`src/rtl/vdp_bridge_pkg.sv`:
```
// Shared types and constants for the Z80-to-VDP I/O bridge.
// Latency: n/a (declarations only).
// Backpressure: n/a.
package vdp_bridge_pkg;

  // Bridge sequencer states
  typedef enum logic [1:0] {
    IDLE    = 2'd0,
    STROBE  = 2'd1,
    CAPTURE = 2'd2,
    RELEASE = 2'd3
  } state_t;

  // Default decode: ports 0x00..0x03 when the low two address bits are ignored
  localparam logic [7:0] DEF_PORT_BASE = 8'h01;
  localparam logic [7:0] DEF_PORT_MASK = 8'hFC;

  // Strobe counter width, enough for STROBE_LEN up to 15
  localparam int CNT_W = 4;

  // Value returned to the Z80 when the VDP never flags valid read data
  localparam logic [7:0] FLOAT_DATA = 8'hFF;

  // Address decode: only bits set in mask take part in the compare
  function automatic logic port_hit(input logic [7:0] addr,
                                    input logic [7:0] base,
                                    input logic [7:0] mask);
    return (addr & mask) == (base & mask);
  endfunction

endpackage

```
`src/rtl/vdp_sync.sv`:
```
// N-stage single-bit synchronizer for asynchronous Z80 control pins.
// Latency: STAGES clk cycles from pin change to q.
// Backpressure: none; free-running shift chain.
module vdp_sync #(
  parameter int STAGES = 2
) (
  input  logic clk,
  input  logic d,
  output logic q
);

  logic [STAGES-1:0] sync_q;

  // Shift chain is deliberately not reset: it keeps tracking the pins while
  // the bridge is in reset, so a bus cycle already in flight stays visible
  // afterwards and is not mistaken for a fresh start.
  always_ff @(posedge clk) begin
    sync_q <= {sync_q[STAGES-2:0], d};
  end

  assign q = sync_q[STAGES-1];

endmodule

```
`src/rtl/vdp_z80_bridge.sv`:
```
// Turns async Z80 IN/OUT cycles on the VDP port pair into clk40m strobes; optional WAIT stretch via VDP_Z80_WAIT_EN.
// Latency: strobe falls 1 clk after the synchronized start, stays low STROBE_LEN clks.
// Backpressure: Z80 side only, by WAIT when VDP_Z80_WAIT_EN is defined; otherwise none.
module vdp_z80_bridge
  import vdp_bridge_pkg::*;
#(
  parameter logic [7:0] PORT_BASE   = DEF_PORT_BASE,
  parameter logic [7:0] PORT_MASK   = DEF_PORT_MASK,
  parameter int         STROBE_LEN  = 4,
  parameter int         SYNC_STAGES = 2
) (
  input  logic       clk40m,
  input  logic       rst,
  input  logic [7:0] z80_a,
  input  logic [7:0] z80_d_in,
  output logic [7:0] z80_d_out,
  output logic       z80_d_oe,
  input  logic       z80_iorq_n,
  input  logic       z80_rd_n,
  input  logic       z80_wr_n,
  input  logic       z80_m1_n,
  output logic       z80_wait_n,
  output logic [7:0] cpu_a,
  output logic [7:0] cpu_din,
  input  logic [7:0] cpu_dout,
  input  logic       cpu_doe,
  output logic       cpu_in_n,
  output logic       cpu_out_n
);

  localparam logic [CNT_W-1:0] CNT_LOAD = CNT_W'(STROBE_LEN - 1);

  // Synchronized, active-high control lines
  logic iorq_s;
  logic rd_s;
  logic wr_s;
  logic m1_s;

  vdp_sync #(.STAGES(SYNC_STAGES)) u_sync_iorq (.clk(clk40m), .d(~z80_iorq_n), .q(iorq_s));
  vdp_sync #(.STAGES(SYNC_STAGES)) u_sync_rd   (.clk(clk40m), .d(~z80_rd_n),   .q(rd_s));
  vdp_sync #(.STAGES(SYNC_STAGES)) u_sync_wr   (.clk(clk40m), .d(~z80_wr_n),   .q(wr_s));
  vdp_sync #(.STAGES(SYNC_STAGES)) u_sync_m1   (.clk(clk40m), .d(~z80_m1_n),   .q(m1_s));

  state_t            state;
  state_t            state_nxt;
  logic [CNT_W-1:0]  cnt;
  logic              is_rd;
  logic              armed;
  logic              start;

  // A new cycle may begin only after IORQ has been seen idle since reset,
  // so a cycle interrupted by reset is never replayed.
  assign start = armed & iorq_s & (rd_s ^ wr_s) & ~m1_s
               & port_hit(z80_a, PORT_BASE, PORT_MASK);

  // State register
  always_ff @(posedge clk40m) begin
    if (rst) begin
      state <= IDLE;
    end else begin
      state <= state_nxt;
    end
  end

  // Next-state decode
  always_comb begin
    state_nxt = state;
    case (state)
      IDLE:    if (start)        state_nxt = STROBE;
      STROBE:  if (cnt == '0)    state_nxt = CAPTURE;
      CAPTURE:                   state_nxt = RELEASE;
      RELEASE: if (!iorq_s)      state_nxt = IDLE;
      default:                   state_nxt = IDLE;
    endcase
  end

  // Latches, strobe flops, strobe counter and read-data capture
  always_ff @(posedge clk40m) begin
    if (rst) begin
      cpu_a     <= '0;
      cpu_din   <= '0;
      cpu_in_n  <= 1'b1;
      cpu_out_n <= 1'b1;
      z80_d_out <= '0;
      cnt       <= '0;
      is_rd     <= 1'b0;
      armed     <= 1'b0;
    end else begin
      if (!iorq_s) begin
        armed <= 1'b1;
      end
      case (state)
        IDLE: begin
          if (start) begin
            cpu_a     <= z80_a;
            is_rd     <= rd_s;
            cnt       <= CNT_LOAD;
            cpu_in_n  <= ~rd_s;
            cpu_out_n <= ~wr_s;
            if (wr_s) begin
              cpu_din <= z80_d_in;
            end
            // Preload the "no data" value; any valid VDP beat overwrites it
            if (rd_s) begin
              z80_d_out <= FLOAT_DATA;
            end
          end
        end
        STROBE: begin
          if (is_rd && cpu_doe) begin
            z80_d_out <= cpu_dout;
          end
          if (cnt == '0) begin
            cpu_in_n  <= 1'b1;
            cpu_out_n <= 1'b1;
          end else begin
            cnt <= cnt - 1'b1;
          end
        end
        default: ;
      endcase
    end
  end

  // Drive the Z80 data bus only after capture and only while RD is still held
  assign z80_d_oe = ((state == CAPTURE) || (state == RELEASE)) & is_rd & rd_s;

`ifdef VDP_Z80_WAIT_EN
  logic raw_dec;

  // Raw pin decode asserts WAIT before the synchronizers catch up;
  // qualified by IDLE/armed so it cannot hold WAIT after capture or reset.
  assign raw_dec    = ~z80_iorq_n & z80_m1_n & port_hit(z80_a, PORT_BASE, PORT_MASK);
  assign z80_wait_n = ~(((state == IDLE) & armed & raw_dec) | (state == STROBE));
`else
  assign z80_wait_n = 1'b1;
`endif

endmodule

```
`config.mk`:
```
export PLATFORM = sky130hd
export DESIGN_NAME = vdp_z80_bridge
export DESIGN_NICKNAME = d
export VERILOG_FILES = /design/src/rtl/vdp_bridge_pkg.sv /design/src/rtl/vdp_sync.sv /design/src/rtl/vdp_z80_bridge.sv
export SDC_FILE = /design/constraint.sdc
export NUM_CORES = 1
export LEC_CHECK = 0
export BUFFER_PORTS_ARGS = -buffer_cell sky130_fd_sc_hd__buf_4
export CORE_ASPECT_RATIO = 1.2
export CORE_MARGIN = 4
export CORE_UTILIZATION = 45
export DETAILED_ROUTE_END_ITERATION = 10
export PLACE_DENSITY = 0.84
export SLEW_MARGIN = 25
export SYNTH_ARGS = -nofsm -noshare
export SYNTH_HDL_FRONTEND = slang
export SYNTH_SLANG_ARGS = --single-unit
```
`constraint.sdc`:
```
create_clock -name clk40m -period 2.7 [get_ports clk40m]
set_input_delay 0.27 -clock clk40m [delete_from_list [all_inputs] [get_ports clk40m]]
set_output_delay 0.27 -clock clk40m [all_outputs]
set_load 0.1 [all_outputs]
```
## After elaboration in Yosys (flattened, before gate mapping)

Cells that the tools add are included.

| cells by class | value |
|---|---|
| reduce and logical (&&, ||, !) cells | 12 |
| $add $sub $neg | 1 |
| eq/ne operators | 9 |
| mux-type cells | 16 |
| bitwise logic cells | 14 |

Operators by type and width:

| cell | count |
|---|---|
| $mux W8 | 3 |
| $pmux W8 S2 | 1 |
| $reduce_and A3 Y1 | 4 |
| $ne A2 B2 Y1 const B | 5 |
| $logic_not A8 Y1 | 1 |
| $mux W4 | 2 |
| $pmux W2 S4 | 1 |
| $pmux W4 S2 | 1 |
| $not A1 Y1 | 7 |
| $and A1 B1 Y1 | 6 |
| $mux W2 | 3 |
| $eq A2 B2 Y1 const B | 2 |
| $logic_not A4 Y1 | 1 |
| $pmux W1 S2 | 2 |
| $reduce_and A4 Y1 | 1 |
| $sub A4 B1 Y4 const B | 1 |
| $mux W1 | 3 |
| $eq A2 B1 Y1 const B | 1 |
| $logic_not A2 Y1 | 1 |
| $ne A2 B1 Y1 const B | 1 |
| $reduce_and A2 Y1 | 1 |
| $reduce_bool A2 Y1 | 1 |
| $logic_and A1 B1 Y1 | 1 |
| $logic_or A1 B1 Y1 | 1 |
| $xor A1 B1 Y1 | 1 |

| word-level totals | value |
|---|---|
| output and inout port bits | 28 |
| register bits after elaboration | 42 |

## Logic depth before layout (Yosys ltp)

Gate-level depths: netlist of run 1.

| logic depth | value |
|---|---|
| depth in word-level cells | 6 |
| mapped depth | 8 |

## Hierarchy

A second synthesis of run 1 with hierarchy kept.

| second synthesis, totals | value |
|---|---|
| cells, all modules | 162 |
| area, all modules | 1576.5 um^2 |

By module, submodules not included:

| module | cells each | times used | area an instance (um^2) |
|---|---|---|---|
| vdp_z80_bridge | 154 | 1 | 1416.4 |
| vdp_sync | 2 | 4 | 40.0 |

## Worst setup path before layout of run 1

OpenSTA, ideal clock, no wires.

| timing path | value |
|---|---|
| path type | reg-to-reg |
| start | register state[0] |
| end | register cpu_din[0] |
| setup time | 0.132 ns |
| data arrival time | 1.902 ns |
| path slack | 0.666 ns |
| stages on the path, launching flop included | 9 |
| clock period less this slack | 2.034 ns |
| buffers on the path | 2 |
| required time | 2.568 ns |
| cell sequence | dfxtp_1 inv_1 ha_1 buf_2 or4b_1 or4_4 buf_6 o21ai_1 a21oi_1 |

| on the way | value |
|---|---|
| word-level cells in the longest chain between the ends | 2 |

Ends and longest elaborated chain:

| element | line | text |
|---|---|---|
| from (decl) | vdp_z80_bridge.sv:44 | `state_t state;` |
| from (signal assigned) | vdp_z80_bridge.sv:61 | `state <= state_nxt;` |
| $logic_not A2 Y1 | vdp_z80_bridge.sv:92 | `case (state)` |
| $reduce_and A3 Y1 (no source line) | -- |  |
| to (signal assigned) | vdp_z80_bridge.sv:101 | `cpu_din <= z80_d_in;` |
| to (decl) | vdp_z80_bridge.sv:24 | `output logic [7:0] cpu_din,` |

Every way passes these cells.
A chain may end at the register's enable or synchronous reset.

## Final worst setup path of run 1

| timing path | value |
|---|---|
| start | register state[0] |
| end | register cpu_out_n |

| on the way | value |
|---|---|
| word-level cells in the longest chain between the ends | 3 |

Ends and longest elaborated chain:

| element | line | text |
|---|---|---|
| $eq A2 B1 Y1 / $logic_not A2 Y1 (equally long branches) | vdp_z80_bridge.sv:92 |  |
| $ne A2 B2 Y1 (no source line) / $reduce_bool A2 Y1 (equally long branches) | -- |  |
| $reduce_and A3 Y1 (no source line) | -- |  |
| to (signal assigned) | vdp_z80_bridge.sv:99 | `cpu_out_n <= ~wr_s;` |
| to (decl) | vdp_z80_bridge.sv:28 | `output logic cpu_out_n` |

Several ways; a longest one is shown, not always the timed one.

==> results of run 1 <==
## registers in the layout, indices dropped and copies added (netlist names)
name	cells
cpu_a	8
cpu_din	8
z80_d_out	8
cnt	4
state	2
u_sync_iorq.sync_q	2
u_sync_m1.sync_q	2
u_sync_rd.sync_q	2
u_sync_wr.sync_q	2
armed	1
cpu_in_n	1
cpu_out_n	1
is_rd	1
## cells in the final DEF (no fill, tap or decap), types with 2 or more instances in the layout
cell and n:
nor3b_1 2, inv_1 12, buf_4 60, a21oi_1 16, o21ai_1 7, nand3_1 5, a221oi_1 8, o21ai_0 3
ha_1 6, nand4b_1 2, dfxtp_1 42, and2_1 7, nor2_1 18, a31oi_1 2, a311oi_1 4, or3_1 2
clkbuf_8 5, nand2_1 7, nand2b_1 4, nand4_1 9
## worst max-delay path, stage by stage, from the launching register on
cell     delay, ns
dfxtp_1       0.34
inv_1         0.10
ha_1          0.16
or4b_1        0.45
or4_4         0.53
nor3_1        0.22
a21oi_1       0.11
## layer usage
metal	vias up	routed length [µm]
li1	778	-
met1	732	1640
met2	62	1960
met3	12	366
met4	0	98
met5	-	0
## per-stage QoR
step	hold slack, ns	util (%)	instances
final	0.108	63.0	295
after global routing	0.0973	63.0	295
after CTS	0.105	63.0	295
after detailed placement	0.314	60.0	287
after global placement	0.310	60.0	287
after floorplan	0.310	-	186
## cells by family (layout without fill, tap and decap cells)
group                      Yosys count  after routing  share of synthesized area, %
adders and majority gates            6              6                          4.26
AOI/OAI and AO/OA                   45             45                          17.5
muxes                                1              1                         0.568
xor gates and xnor gates             1              1                         0.497
DFF                                 42             42                          47.7
other                                1              1                         0.213
and+or+nand+nor                     67             67                          23.2
buffers and inverters               23             80                          6.04
## power by group through the flow
| stage | sequential, W | clock (W) | combinational [W] |
|---|---|---|---|
| 2_1_floorplan | 0.000676 | 0 | 0.000260 |
| 3_3_place_gp | 0.000682 | 0 | 0.000346 |
| 3_5_place_dp | 0.000684 | 0 | 0.000355 |
| 4_1_cts | 0.000669 | 0.000502 | 0.000358 |
| 5_1_grt | 0.000673 | 0.000529 | 0.000396 |
| 6_report | 0.000670 | 0.000496 | 0.000359 |
## final timing paths
check,startpoint,endpoint,slack (ns),cells after the start
setup / recovery,state[0],cpu_out_n,0.66,6
setup reg to reg,state[0],cpu_out_n,0.66,6
hold / removal,z80_iorq_n,u_sync_iorq.sync_q[0],0.11,2
hold reg to reg,u_sync_wr.sync_q[0],u_sync_wr.sync_q[1],0.33,0
## area by class of cell
class | count | area (µm²) | share of cell area, %
clock buffer | 6 | 72.6 | 3.12
multi-input combinational | 121 | 815 | 35.0
tap | 52 | 65.1 | 2.80
timing repair buffer | 60 | 450 | 19.4
inverter | 12 | 45.0 | 1.94
sequential | 42 | 841 | 36.1
clock inverter | 2 | 37.5 | 1.61
==> metrics.md, run 1 <==
| Metric | Value |
|---|---|
| PD cells | around 660 mW/mm² |
| Total CTS buffers | 5 |
| Most Crowded Layer GR | met2 |
| Worst setup SP type | register |
| ANT cells | 0 |
| Layout Area Growth over Synthesis | 32.0% |
| Gate power share | 23.5% |
| Post-Route WL | 4.07 mm |
| Fill cell count | about 320 |
| Setup bufs post-CTS | 0 |
| Worst Path Max Fanout | 14 |
| Setup-failing EPs final | 0 |
| Post-synthesis cell area | 0.00176 mm² |
| Vias | between 1500 and 2000 |
| Maxcap violations | 0 |
| Dpl hpwl | 2.94 mm |
| Leak | 1.00 nW |
| # hold bufs at CTS | 0 |
| Die Y-Extent | 76.5 µm |
| Detail Route Antenna Nets | 0 |
| GR Util met2 | 27.7% |
| Clk_skew | roughly 0.0074 ns |
| Post-synth EDFFs | 0 |
| Fin crit share | 75.6% |
| VDD IR max | between 400 and 500 µV |
| Per-cell routed wire length | 13.8 µm |
| Sw Ratio | 29.5% |
| Clock Sinks | 42 |
| Largest net degree at the start of global routing | 35 |
| Setup WS post-layout | roughly 0.66 ns |
| Reg power frac | 43.9% |
| Clock transition at path regs | around 0.080 ns |
| Yosys cell types | 41 |
| Pwr Total | 0.00152 W |
| First-pass GRT wire length | 6.86 mm |
| Drt drc | 0 |
| # port buffers | 57 |
| Met3 usage | roughly 6.0% |
| Syn Nets | 223 |
| TritonRoute pass-1 iters | 4 |
| P_int | roughly 0.0011 W |
| CORE AREA | approximately 0.0037 mm² |
| # IOs | 59 |
| Primary FF master, synth | dfxtp_1 |
| Fin crit period | ~2 ns |
| WS Path Type | reg2reg |
| Antenna violations before repair | 0 |
| Post-Syn Instances | 186 |
| Placed Area | 0.00222 mm² |
| Layout cells sized above 1 | 30.9% |
| Vias per cell | between 5 and 6 |
| Ys Warns | 0 |
| CTS tree | yes |
| Die W | 65.1 µm |
| Status | finished, final reports clean |
| Clock power frac | between 30% and 40% |
| Switching power | 0.000450 W |
| Fmax | roughly 500 MHz |
| WP data arrival | approximately 2.2 ns |
| Vias in the first global route | 1557 |
| Post_cts resized | 0 |
| CTS H-Tree Depth | 2 |
| Crit path capture type | register |
| Slew headroom | about 65% |
| Worst-Skew Late Latency | 0.30 ns |
| Top cell type's share of synthesized area | 47.7% |
| Total gr overflow | 0 |
| Maximum buffer depth of the clock tree | 2 |
| Area leader, netlist | dfxtp_1 |
| Design area | 0.00233 mm² |
| Initial Util | 47.7% |
| Worst Path Required | approximately 2.9 ns |
| Met1 Use GR | 19.7% |
| Pre-CTS setup slack | 0.617 ns |
| Fin nets | roughly 280 |
| Most frequent cell after synthesis | dfxtp_1 |
| Die area | about 0.0050 mm² |
| RePlAce Congestion | 0.794 |
| Final Hold Fails | 0 |
| Slew @ Worst Pin | 0.526 ns |
| 1st-iter DRT viols | 139 |
| Final Max Tran Viols | 0 |
| GRT Util Overall | 17.1% |
| Worst hold path class | in2reg |
| Share of the yosys chip area belonging to registers | 47.7% |
| Num rows | 24 |
| Synth cell count leaders | 42 x dfxtp_1, 18 x nor2_1, 16 x a21oi_1, 12 x inv_1, 9 x nand4_1 |
| Synth Area per Inst | roughly 9.5 µm² |
| Async set-reset flop share out of synthesis | 0% |
| Root buf cell | clkbuf_8 |
| Final setup TNS | 0 ns |
| Seq cells post-synth | 42 |
| Synth area leaders | dfxtp_1 48%, a21oi_1 4.5%, ha_1 4.3% |
| RSZ-0062 raised after global routing | no |
Note: power is estimated with default switching activity, not from simulation.
==> inputs of run 2 (changes only) <==
--- a/config.mk
+++ b/config.mk
@@ -5,12 +5,13 @@
 export SDC_FILE = /design/constraint.sdc
 export NUM_CORES = 1
 export LEC_CHECK = 0
+export ABC_AREA = 1
 export BUFFER_PORTS_ARGS = -buffer_cell sky130_fd_sc_hd__buf_4
 export CORE_ASPECT_RATIO = 1.2
 export CORE_MARGIN = 4
 export CORE_UTILIZATION = 45
 export DETAILED_ROUTE_END_ITERATION = 10
-export PLACE_DENSITY = 0.84
+export PLACE_DENSITY = 0.83
 export SLEW_MARGIN = 25
 export SYNTH_ARGS = -nofsm -noshare
 export SYNTH_HDL_FRONTEND = slang
==> constraint.sdc (replaced) <==
create_clock -name clk40m -period 2.1 [get_ports clk40m]
set_input_delay 0.21 -clock clk40m [delete_from_list [all_inputs] [get_ports clk40m]]
set_output_delay 0.21 -clock clk40m [all_outputs]
set_load 0.1 [all_outputs]
==> run 2 against run 1 <==
Final area is 0.75% higher; hold slack worse by 0.042 ns; sequential share of layout area is 0.27 points lower; final cell count is 20% higher; sequential power is 24% higher; via count is 2.0% higher; critical path type unchanged; largest cell class unchanged.
==> metrics.md, run 2 <==
| Metric | Value |
|---|---|
| Root buf cell | clkbuf_8 |
| Layout Area Growth over Synthesis | 30.1% |
| RSZ-0062 raised after global routing | no |
| Drt drc | 0 (unchanged) |
| Synth Area per Inst | 7.38 µm² (-22%) |
| GRT Util Overall | 15.4% (-1.7 points) |
| Worst reg2reg setup slack | 0.41 ns (-0.25 ns) |
| Fin nets | 337 (+21%) |
| First-pass GRT wire length | 6.32 mm (-7.8%) |
| Setup bufs post-CTS | 0 (unchanged) |
| Die area | 0.00508 mm² (+2.0%) |
| Dpl hpwl | 2.85 mm (-3.1%) |
| CORE AREA | 0.00375 mm² (+1.6%) |
| Worst R2R Start | state[1] |
| Leak | 1.20 nW (+19%) |
| Clock transition at path regs | 0.08 ns (about the same) |
| Final Hold Fails | 0 (unchanged) |
| Top Registers | cpu_a x8, cpu_din x8, z80_d_out x8 |
| Layout cells sized above 1 | 24.9% (-5.9 points) |
| Utilization of the core after routing | 62.4% (-0.54 points) |
| Post-synth EDFFs | 0 (unchanged) |
| Fin crit share | 80.4% (+4.7 points) |
| Per-cell routed wire length | 10.9 µm (-21%) |
| Share of the yosys chip area belonging to registers | 46.7% (-1.1 points) |
| Maximum buffer depth of the clock tree | 2 (unchanged) |
| Worst setup SP type | register |
| Fin crit period | 1.69 ns (-0.354 ns) |
| # IOs | 59 (unchanged) |
| Worst setup path endpoint | z80_d_out[2] |
| Vias in the first global route | 1594 (+2.4%) |
| TritonRoute pass-1 iters | 5 (+1) |
| Post_cts resized | 0 (unchanged) |
| CTS H-Tree Depth | 2 (unchanged) |
| Worst Path Required | 2.28 ns (-0.58 ns) |
| Crit. Startpoint | state[1] |
| Worst hold path class | in2reg |
| Most frequent cells in the layout | 58 x buf_4, 46 x nor2_1, 46 x nand2_1 |
| Post-synthesis cell area | 0.00180 mm² (+2.3%) |
| Crit path capture type | register |
| Reg2Reg Depth | 8 (+2) |
| # hold bufs at CTS | 0 (unchanged) |
| WP data arrival | 1.87 ns (-0.34 ns) |
| Async set-reset flop share out of synthesis | 0% (unchanged) |
| Total CTS buffers | 5 (unchanged) |
| Status | finished, final reports clean |
| Syn Nets | 281 (+26%) |
| RePlAce Congestion | 0.846 (+6.5%) |
| Die W | 65.8 µm (+0.99%) |
| Total gr overflow | 0 (unchanged) |
| RR Endpoint | z80_d_out[2] |
| Clock Sinks | 42 (unchanged) |
| Slew headroom | 54.1% (-11 points) |
| Worst-Skew Late Latency | 0.28 ns (-0.02 ns) |
| Top cell type's share of synthesized area | 46.7% (-1.1 points) |
| Num rows | 24 (unchanged) |
| PD cells | 718 mW/mm² (+9.6%) |
| VDD IR max | 417 µV (+2.1%) |
| WS Path Type | reg2reg |
| 1st-iter DRT viols | 108 (-22%) |
| Maxcap violations | 0 (unchanged) |
| Vias per cell | 4.58 (-15%) |
| Ys Warns | 0 (unchanged) |
| Worst Path Max Fanout | 16 (+2) |
| Most common cell after layout, fill and taps aside | buf_4 |
| ANT cells | 0 (unchanged) |
| Final Max Tran Viols | 0 (unchanged) |
| Seq cells post-synth | 42 (unchanged) |
| Yosys cell types | 25 (-39%) |
| CTS tree | yes |
| Setup-failing EPs final | 0 (unchanged) |
| Hold Worst Slack | 0.0667 ns (-0.0418 ns) |
| Vias | 1615 (+2.0%) |
| Slew @ Worst Pin | 0.687 ns (+0.161 ns) |
| Area leader, netlist | dfxtp_1 |
| Final setup TNS | 0 ns (unchanged) |
| Post-Syn Instances | 244 (+31%) |
| Clk_skew | 0.00662 ns (-0.000822 ns) |
| Synth cell count leaders | 46 x nand2_1, 46 x nor2_1, 42 x dfxtp_1, 33 x inv_1, 24 x nand3_1 |
| Initial Util | 48.0% (+0.30 points) |
| Post-Route WL | 3.86 mm (-5.4%) |
| Die Y-Extent | 77.3 µm (+1.0%) |
| Largest net degree at the start of global routing | 28 (-20%) |
| Synth area leaders | dfxtp_1 47%, nand2_1 9.6%, nor2_1 9.6% |
| # port buffers | 57 (unchanged) |
| Primary FF master, synth | dfxtp_1 |
| Fmax | 592 MHz (+21%) |
| Antenna violations before repair | 0 (unchanged) |
| Detail Route Antenna Nets | 0 (unchanged) |
[run 2: changes by cell type after synthesis, moves of 4 or more]
cell,before,now
nand2_1,7,46
nor2_1,18,46
inv_1,12,33
nand3_1,5,24
a221oi_1,8,0
and2_1,7,0
o21ai_1,7,0
nand4_1,9,3
clkbuf_1,7,2
a311oi_1,4,0
nand2b_1,4,0
[run 2: worst max-delay path, stage by stage, from the launching register on]
cell and delay, ns:
dfxtp_1 0.38, inv_1 0.08, ha_1 0.25, inv_2 0.23, a21oi_1 0.11, nor2_4 0.31, nand3_1 0.12, nand2_1 0.07
nor2_1 0.05
[run 2: how the worst min path moves through the flow]
stage	start	endpoint	slack, ns	cells after the start
floorplan	z80_iorq_n	u_sync_iorq.sync_q[0]	0.27	1
global placement	u_sync_m1.sync_q[0]	u_sync_m1.sync_q[1]	0.31	0
detailed placement	u_sync_iorq.sync_q[0]	u_sync_iorq.sync_q[1]	0.31	0
CTS	z80_iorq_n	u_sync_iorq.sync_q[0]	0.06	2
global route	z80_rd_n	u_sync_rd.sync_q[0]	0.07	2
finish	z80_iorq_n	u_sync_iorq.sync_q[0]	0.07	2
[run 2: metal layers]
layer	vias up	share of wire, %	wire length (µm)	track usage [%]
met3	8	5.5	212	3.65
met2	39	50	1920	27.0
met4	0	1.9	74	6.22
li1	863	-	-	-
met5	-	0	0	0
met1	705	43	1650	17.6
[run 2: cell type report]
cell class	instances	area [µm²]
repair buffers	58	435
fillers	350	1410
multi-input cells	158	764
inverters	35	131
well taps	52	65.1
clock inverters	1	30.0
flip-flops and latches	42	841
clock buffers	7	76.3
[run 2: cells by family (layout without fill, tap and decap cells)]
kind of cell | Yosys count | count (layout) | synth area share [%]
AOI/OAI and AO/OA | 22 | 22 | 6.25
xor gates and xnor gates | 1 | 1 | 0.486
adders and majority gates | 6 | 6 | 4.17
buffers and inverters | 44 | 101 | 11.2
DFF | 42 | 42 | 46.7
other | 1 | 1 | 0.208
and+or+nand+nor | 128 | 128 | 31.0
[run 2: per-stage QoR]
stage	worst slack (ns)	cell area, µm²	instances	power (W)
after detailed placement	0.411	2240	345	0.00109
after global routing	0.228	2340	353	0.00176
after floorplan	0.132	1810	244	0.00102
final	0.412	2340	353	0.00168
after global placement	0.453	2240	345	0.00108
after CTS	0.397	2340	353	0.00170
[run 2: power by group]
part | switching (W) | internal (W)
Sequential | 0.0000114 | 0.000818
Combinational | 0.000159 | 0.0000807
Clock | 0.000257 | 0.000356
